**config.mk**
```make
export PLATFORM = sky130hd
export DESIGN_NAME = traffic_light_monitor
export DESIGN_NICKNAME = d
export VERILOG_FILES = /design/src/rtl/traffic_light_monitor.sv
export SDC_FILE = /design/constraint.sdc
export NUM_CORES = 1
export LEC_CHECK = 0
export CELL_PAD_IN_SITES_DETAIL_PLACEMENT = 1
export CELL_PAD_IN_SITES_GLOBAL_PLACEMENT = 1
export CORE_UTILIZATION = 41
export CTS_BUF_LIST = sky130_fd_sc_hd__clkbuf_2
export CTS_CLUSTER_SIZE = 25
export DETAILED_ROUTE_END_ITERATION = 10
export PLACE_DENSITY = 0.86
export SLEW_MARGIN = 20
export SYNTH_ARGS = -nofsm -noshare
export SYNTH_HDL_FRONTEND = slang
export SYNTH_SLANG_ARGS = --single-unit
export TNS_END_PERCENT = 100
```
**constraint.sdc**
```tcl
create_clock -name clk -period 3.35 [get_ports clk]
set_input_delay 0.67 -clock clk [delete_from_list [all_inputs] [get_ports clk]]
set_output_delay 0.67 -clock clk [all_outputs]
set_load 0.005 [all_outputs]
```
**src/rtl/traffic_light_monitor.sv**
```systemverilog
// traffic_light_monitor: safety checker for the 4-way light bus.
// Tracks the NS_G/NS_Y/WE_G/WE_Y sequence and latches the first fault.
//
// Ports:
//   clk, rst_n            clock, async active-low reset
//   n/s/e/w_light [2:0]   light codes (001 G, 010 R, 100 Y)
//   clr                   sync fault clear / resync
//   phase [2:0]           0 SYNC,1 NS_G,2 NS_Y,3 WE_G,4 WE_Y,7 FAULT
//   fault                 sticky fault flag
//   fault_code [2:0]      cause of first fault
//   phase_done            1-cycle pulse on a legal phase end
//   err_cnt [7:0]         saturating count of FAULT entries
//
// Build option: define MONITOR_TIMING_EN to enable the dwell
// counter and dwell-error code 5.

module traffic_light_monitor #(
  parameter int GREEN_CYC  = 8,
  parameter int YELLOW_CYC = 4,
  parameter int CNT_W      = 4
) (
  input  logic       clk,
  input  logic       rst_n,
  input  logic [2:0] n_light,
  input  logic [2:0] s_light,
  input  logic [2:0] e_light,
  input  logic [2:0] w_light,
  input  logic       clr,
  output logic [2:0] phase,
  output logic       fault,
  output logic [2:0] fault_code,
  output logic       phase_done,
  output logic [7:0] err_cnt
);

  localparam logic [2:0] ST_SYNC  = 3'd0;
  localparam logic [2:0] ST_NSG   = 3'd1;
  localparam logic [2:0] ST_NSY   = 3'd2;
  localparam logic [2:0] ST_WEG   = 3'd3;
  localparam logic [2:0] ST_WEY   = 3'd4;
  localparam logic [2:0] ST_FAULT = 3'd7;

  localparam logic [2:0] L_GREEN  = 3'b001;
  localparam logic [2:0] L_RED    = 3'b010;
  localparam logic [2:0] L_YEL    = 3'b100;

  localparam logic [2:0] FC_NONE  = 3'd0;
  localparam logic [2:0] FC_CODE  = 3'd1;
  localparam logic [2:0] FC_PAIR  = 3'd2;
  localparam logic [2:0] FC_CONF  = 3'd3;
  localparam logic [2:0] FC_ORDER = 3'd4;
  localparam logic [2:0] FC_DWELL = 3'd5;
  localparam logic [2:0] FC_ALLRD = 3'd6;

  if (GREEN_CYC  >= (2 ** CNT_W) ||
      YELLOW_CYC >= (2 ** CNT_W))
  begin : g_cfg_chk
    $error("dwell limits do not fit CNT_W");
  end

  function automatic logic code_ok(
    input logic [2:0] c
  );
    return (c == L_GREEN) ||
           (c == L_RED)   ||
           (c == L_YEL);
  endfunction

  logic bad_code;
  logic bad_pair;
  logic ns_red;
  logic we_red;
  logic conflict;
  logic all_red;

  assign bad_code = !(code_ok(n_light) &&
                      code_ok(s_light) &&
                      code_ok(e_light) &&
                      code_ok(w_light));

  assign bad_pair = (n_light != s_light) ||
                    (e_light != w_light);

  assign ns_red   = (n_light == L_RED);
  assign we_red   = (e_light == L_RED);
  assign conflict = !ns_red && !we_red;
  assign all_red  = ns_red && we_red;

  logic is_nsg;
  logic is_nsy;
  logic is_weg;
  logic is_wey;

  assign is_nsg = (n_light == L_GREEN) &&
                  (s_light == L_GREEN) &&
                  (e_light == L_RED)   &&
                  (w_light == L_RED);

  assign is_nsy = (n_light == L_YEL) &&
                  (s_light == L_YEL) &&
                  (e_light == L_RED) &&
                  (w_light == L_RED);

  assign is_weg = (e_light == L_GREEN) &&
                  (w_light == L_GREEN) &&
                  (n_light == L_RED)   &&
                  (s_light == L_RED);

  assign is_wey = (e_light == L_YEL) &&
                  (w_light == L_YEL) &&
                  (n_light == L_RED) &&
                  (s_light == L_RED);

  // Sample pattern as a phase number;
  // SYNC means "not a legal pattern".
  logic [2:0] pat_st;

  always_comb begin
    pat_st = ST_SYNC;
    unique case (1'b1)
      is_nsg:  pat_st = ST_NSG;
      is_nsy:  pat_st = ST_NSY;
      is_weg:  pat_st = ST_WEG;
      is_wey:  pat_st = ST_WEY;
      default: pat_st = ST_SYNC;
    endcase
  end

  logic [2:0] nxt_st;

  always_comb begin
    nxt_st = ST_FAULT;
    unique case (phase)
      ST_NSG:  nxt_st = ST_NSY;
      ST_NSY:  nxt_st = ST_WEG;
      ST_WEG:  nxt_st = ST_WEY;
      ST_WEY:  nxt_st = ST_NSG;
      default: nxt_st = ST_FAULT;
    endcase
  end

  logic hold;
  logic adv;

  assign hold = (pat_st == phase);
  assign adv  = (pat_st == nxt_st);

  logic dwell_err;
  logic done_ok;

`ifdef MONITOR_TIMING_EN

  localparam logic [CNT_W-1:0] G_LIM =
    CNT_W'(GREEN_CYC);
  localparam logic [CNT_W-1:0] Y_LIM =
    CNT_W'(YELLOW_CYC);
  localparam logic [CNT_W-1:0] ONE =
    CNT_W'(1);

  logic [CNT_W-1:0] dwell;
  logic [CNT_W-1:0] lim;
  // First phase after SYNC: its start was
  // not observed, so no short-dwell check.
  logic             first;

  assign lim = ((phase == ST_NSG) ||
                (phase == ST_WEG)) ? G_LIM : Y_LIM;

  always_comb begin
    dwell_err = 1'b0;
    if (hold)
      dwell_err = (dwell == lim);
    else if (adv)
      dwell_err = !first && (dwell != lim);
  end

  assign done_ok = !first;

`else

  assign dwell_err = 1'b0;
  assign done_ok   = 1'b1;

`endif

  logic [2:0] code;

  always_comb begin
    code = FC_NONE;
    if (bad_code)
      code = FC_CODE;
    else if (bad_pair)
      code = FC_PAIR;
    else if (conflict)
      code = FC_CONF;
    else if (all_red)
      code = FC_ALLRD;
    else if (phase == ST_SYNC)
      code = FC_NONE;
    else if (!hold && !adv)
      code = FC_ORDER;
    else if (dwell_err)
      code = FC_DWELL;
  end

  logic take;
  logic trip;
  logic accept;

  assign take   = !clr && (phase != ST_FAULT);
  assign trip   = take && (code != FC_NONE);
  assign accept = take && (code == FC_NONE);

  always_ff @(posedge clk or negedge rst_n) begin
    if (!rst_n) begin
      phase      <= ST_SYNC;
      fault      <= 1'b0;
      fault_code <= FC_NONE;
      phase_done <= 1'b0;
      err_cnt    <= 8'd0;
    end else begin
      phase_done <= 1'b0;
      if (clr) begin
        phase      <= ST_SYNC;
        fault      <= 1'b0;
        fault_code <= FC_NONE;
      end else if (trip) begin
        phase      <= ST_FAULT;
        fault      <= 1'b1;
        fault_code <= code;
        if (err_cnt != 8'hff)
          err_cnt <= err_cnt + 8'd1;
      end else if (accept) begin
        if (phase == ST_SYNC) begin
          phase <= pat_st;
        end else if (adv) begin
          phase      <= pat_st;
          phase_done <= done_ok;
        end
      end
    end
  end

`ifdef MONITOR_TIMING_EN

  always_ff @(posedge clk or negedge rst_n) begin
    if (!rst_n) begin
      dwell <= '0;
      first <= 1'b0;
    end else if (clr) begin
      dwell <= '0;
      first <= 1'b0;
    end else if (accept) begin
      if (phase == ST_SYNC) begin
        dwell <= ONE;
        first <= 1'b1;
      end else if (hold) begin
        if (dwell != '1)
          dwell <= dwell + ONE;
      end else if (adv) begin
        dwell <= ONE;
        first <= 1'b0;
      end
    end
  end

`endif

endmodule
```
* After elaboration in Yosys (flattened, before gate mapping)
Index checks and enable logic that the tools add are counted.
** Word-level totals
- Word-level logic and storage cells :: 94
- Flip-flop bits (word level) :: 16
- Output and inout port bits :: 16
** Cells by class
- Bitwise logic cells :: 1
- Muxes and demuxes :: 22
- Reduce and logical (&&, ||, !) cells :: 43
- $add $sub $neg :: 1
- Eq/ne operators :: 22
** Operators by type and width (number)
- $mux W3 :: 13
- $pmux W3 S4 :: 2
- $logic_and A1 B1 Y1 :: 21
- $eq A3 B2 Y1 const B :: 6
- $eq A3 B1 Y1 const B :: 5
- $eq A3 B3 Y1 const B :: 5
- $logic_or A1 B1 Y1 :: 9
- $add A8 B1 Y8 const B :: 1
- $ne A8 B8 Y1 const B :: 1
- $mux W1 :: 7
- $eq A3 B3 Y1 :: 2
- $logic_not A3 Y1 :: 2
- $ne A3 B3 Y1 :: 2
- $reduce_bool A3 Y1 :: 2
- $logic_not A1 Y1 :: 5
- $reduce_bool A4 Y1 :: 1
- $ne A3 B3 Y1 const B :: 1
- $reduce_and A3 Y1 :: 1
- $reduce_and A2 Y1 :: 1
- $reduce_bool A2 Y1 :: 1
- $not A1 Y1 :: 1

* Depth between registers and ports, before layout
Gate-level depths: netlist of run 1.
- Word-level depth :: 19
- Depth in mapped cells :: 8
- Gate-level depth less buffers :: 8

* Least setup slack after synthesis of run 1
Ideal clock, no wire load.
- Path type :: input -> register
- Start point :: in s_light[0]
- End point :: reg err_cnt[6]
- Cell stages on the path :: 8
- Path buffers :: 0
- Slack :: 0.694 ns
- Arrival :: 2.531 ns
- Path through :: nor4b_2 > and4_2 > or4_1 > a21oi_1 > nor4_2 > a41oi_2 > nor3_2 > mux2_4
** Between the ends
- Word-level cells in the longest chain between the ends :: 17
- Elaborated cells between the ends (all ways) :: 33
- Those cells by class :: 6 x eq/ne; 7 x mux; 20 x reduce/logical
** Ends and longest elaborated chain
- start: declaration :: RTL line 25 : input logic [2:0] s_light,
- $eq A3 B3 Y1 / $eq A3 B1 Y1 (equally long branches)
- $logic_and A1 B1 Y1 (on tied branches) :: RTL line 99, 94
- $logic_and A1 B1 Y1 (on tied branches) :: RTL line 100, 95
- $logic_and A1 B1 Y1 (on tied branches) :: RTL line 101, 96
- $pmux W3 S4 :: RTL line 120 : unique case (1'b1)
- $eq A3 B3 Y1 (on tied branches) :: RTL line 145, 146
- $logic_not A1 Y1 :: RTL line 200 : else if (!hold && !adv)
- $logic_and A1 B1 Y1 :: RTL line 200
- $mux W3 :: RTL line 200
- $mux W3 :: RTL line 198 : else if (phase == ST_SYNC)
- $mux W3 :: RTL line 196 : else if (all_red)
- $mux W3 :: RTL line 194 : else if (conflict)
- $mux W3 :: RTL line 192 : else if (bad_pair)
- $mux W3 (*) :: RTL line 190 : if (bad_code)
- $reduce_bool A3 Y1 (*) :: RTL line 211 : assign trip = take && (code != FC_NONE);
- $logic_and A1 B1 Y1 (*) :: RTL line 211
- $reduce_and A3 Y1 (no line) (*)
- end signal: assignment :: RTL line 232 : err_cnt <= err_cnt + 8'd1;
- end: declaration :: RTL line 33 : output logic [7:0] err_cnt
Mark *: on every way between the ends. The rest lies on a longest branch, timed or not.
A chain may end at the register's enable or synchronous reset.

* Worst setup path in the final report of run 1
Same ends and word-level chain as after synthesis.

==> qor.yml, run 1 <==
drt:
  firstDrtPassIters: 7
  drtAntennaViolNets: 0
  via_count: 1223
  remaining_drc_errors: 4
  wirelength_um: 3580
  drtIter0Drc: 36
  viasPerCell: 6.00
  wl_per_cell_um: 17.6
timing:
  tightestPinTransition_ns: 0.710
  finalWorstSetupSlack_ns: 0.220
  clock.fmax_mhz: 320
  skew_ns: 0.00334
  final_max_slew_viol_count: 0
  rsz0062_at_grt: "false"
  min_period_over_period: 0.934
  setup_viol: 0
  period_minus_slack_ns: 3.13
  hold_violations: 0
  fin_tns_setup_ns: 0
  relSlewSlack: 0.525
synth:
  syn_inst: 129
  synth_nets: 147
  seq_area_frac_synth: 0.324
  syn_avg_cell_area_sq_um: 9.59
  synthFlopType: "dfrtp_1"
  yosys_warnings: 0
  synth_edf_count: 0
  synth_largest_area_cell: "dfrtp_1"
  synth.area.top_cells: "dfrtp_1, xor2_1, xnor2_1"
  async_flop_share: 1.00
  ys_ff_latch: 16
  netlist_area_sq_um: 1240
  synth_top_area_share: 0.324
  synth_cell_types: 57
placement:
  dp_cells: 200
  port_buffers: 30
  hpwl_um: 2850
  dpl_worst_slack_ns: -0.0810
  placed_cell_area_sq_um: 1650
  gp_congestion: 0.843
floorplanning:
  core-area_sq_um: 2810
  ios: 31
  rows: 19
  start_util: 0.441
  die-height_um: 56.9
  dieArea_sq_um: 3240
  dieWidth_um: 56.9
critical_path:
  start_kind: "input port"
  r2r_slack_ns: 1.12
  reg2reg_depth: 7
  critPathCaptureType: "flip-flop"
  path_max_fanout: 6
  cp_slowest_cell: "clkdlybuf4s50_1"
  critPathMaxStageDelay_ns: 0.50
  cp.required_ns: 3.56
  cp_cell_sequence: "clkdlybuf4s50_1 > nor4b_2 > and4_2 > or4_1 > a21oi_1 > nor4_2 > a41oi_2 > nor3_2 > mux2_4"
  crit_type: "in -> reg"
  arrival_ns: 3.34
min_path:
  hold_depth: 2
  min_path_type: "reg -> reg"
power:
  vdd_drop_max_uv: 395
  powerDensity_nw_per_um2: 369
  leakage_nw: 0.663
  finalPower_mw: 0.616
finish:
  drive_gt1_frac: 0.191
  fillers: 342
  fin_cells: 204
  design_area_sq_um: 1670
  nets: 192
  antenna_cells: 0
  syn_to_final_growth_pct: 35.0
run_status:
  status: "finished, violations left"
  violations: "design-rule violations"
clock_network:
  cts_inserted_buffers: 3
  htree_levels: 1
  clkSinkCount: 16
  post_cts_buffers: 0
  cts_buffer_depth: 2
  cts_hold_buf: 0
  post_cts_resized: 0
  cts-root-buf: "clkbuf_2"
  clk_latency_ns: 0.30
  clk_pin_slew_ns: 0.16
  cts_tree: "built"
global_route:
  antenna_found_initial: 0
  grt_max_degree: 17
  grt_use_total: 0.236
  grt_overflow: 0
  grt_pass1_vias: 1238
  grt_pass1_wl_um: 6000
run:
  max-cap-violations: 0
==> layer usage <==
layer  part of all wire  vias up  track usage
met4                  0        0       0.0383
met3              0.037        0       0.0499
met2               0.51       28        0.395
met5                  0        -            0
met1               0.46      606        0.321
li1                   -      589            -
==> path summary, 6_finish.rpt <==
path	start	to
min in group asynchronous	rst_n	fault_code[0]$_DFFE_PN0P_
max in group asynchronous	rst_n	fault_code[2]$_DFFE_PN0P_
worst min-delay path	fault$_DFFE_PN0P_	fault$_DFFE_PN0P_
worst max register to register	phase[1]$_DFFE_PN0P_	phase[0]$_DFFE_PN0P_
worst max-delay path	s_light[0]	err_cnt[6]$_DFFE_PN0P_
worst min register to register	fault$_DFFE_PN0P_	fault$_DFFE_PN0P_
==> metrics by stage <==
stage	hold WS [ns]	util
after detailed placement	0.518	0.589
after CTS	0.538	0.595
after global placement	0.500	0.589
after floorplan	0.374	-
after global routing	0.548	0.595
final	0.531	0.595
==> logic make-up after synthesis <==
| logic type | synth area share |
|---|---|
| AO/OA/AOI/OAI | 0.150 |
| AND/OR/NAND/NOR | 0.355 |
| flip-flops | 0.324 |
| adder cells (fa/ha/maj) | 0.0303 |
| multiplexers | 0.0212 |
| XOR/XNOR | 0.0991 |
| buffers and inverters | 0.0212 |
==> cell usage after synthesis (2+ instances only) <==
| cell type | instances |
|---|---|
| dfrtp_1 | 16 |
| nor2_1 | 13 |
| xor2_1 | 8 |
| a21oi_1 | 7 |
| nand4_1 | 7 |
| o21ai_0 | 7 |
| xnor2_1 | 6 |
| nand2_1 | 4 |
| ha_1 | 3 |
| inv_1 | 3 |
| a211oi_1 | 2 |
| and3_1 | 2 |
| and3_2 | 2 |
| and4_1 | 2 |
| nand2b_1 | 2 |
| nor3_1 | 2 |
| nor4b_1 | 2 |
| nor4bb_1 | 2 |
==> power breakdown <==
group	internal [mW]	switching, mW	leakage (nW)
clock network	0.0259	0.0631	0.0140
registers	0.233	0.0533	0.203
logic	0.147	0.0943	0.446
==> layout make-up <==
class / count / area, sq um / area share
multi-input cells: 108 / 811 / 0.485
clock buffers: 3 / 15.0 / 0.00899
inverters: 3 / 11.3 / 0.00674
well taps: 31 / 38.8 / 0.0232
flip-flops and latches: 16 / 400 / 0.240
repair buffers: 42 / 390 / 0.234
clock inverters: 1 / 3.75 / 0.00225
==> cells in the final DEF, fill, tap and decap left out, types with 2 or more instances in the layout <==
cell / netlist / routed
clkdlybuf4s50_1: 0 / 30
dfrtp_1: 16 / 16
nor2_1: 13 / 13
buf_4: 0 / 12
xor2_1: 8 / 8
a21oi_1: 7 / 7
nand4_1: 7 / 7
o21ai_0: 7 / 7
xnor2_1: 6 / 6
nand2_1: 4 / 4
inv_1: 3 / 3
ha_1: 3 / 3
clkbuf_2: 0 / 3
nor4b_1: 2 / 2
and4_1: 2 / 2
nor3_1: 2 / 2
nor4bb_1: 2 / 2
nand2b_1: 2 / 2
and3_2: 2 / 2
a211oi_1: 2 / 2
and3_1: 2 / 2
==> critical path, delay by kind of cell <==
family / cells / cell delay (ns)
buffers and inverters: 1 / 0.50
multiplexers: 1 / 0.31
AO/OA/AOI/OAI: 2 / 0.28
AND/OR/NAND/NOR: 5 / 1.57
==> state kept, by name (all words and copies together), names as in the netlist <==
| signal | flops |
|---|---|
| phase_done | 1 |
| err_cnt | 8 |
| fault_code | 3 |
| fault | 1 |
| phase | 3 |
(Power assumes the default switching activity.)
==> run 2, diff against run 1 <==
Settings changed: ABC_AREA from default to 0, SKIP_LAST_GASP from default to 1.
==> results of run 2 <==
Final layout, timing and power as in run 1 (identical DEF).
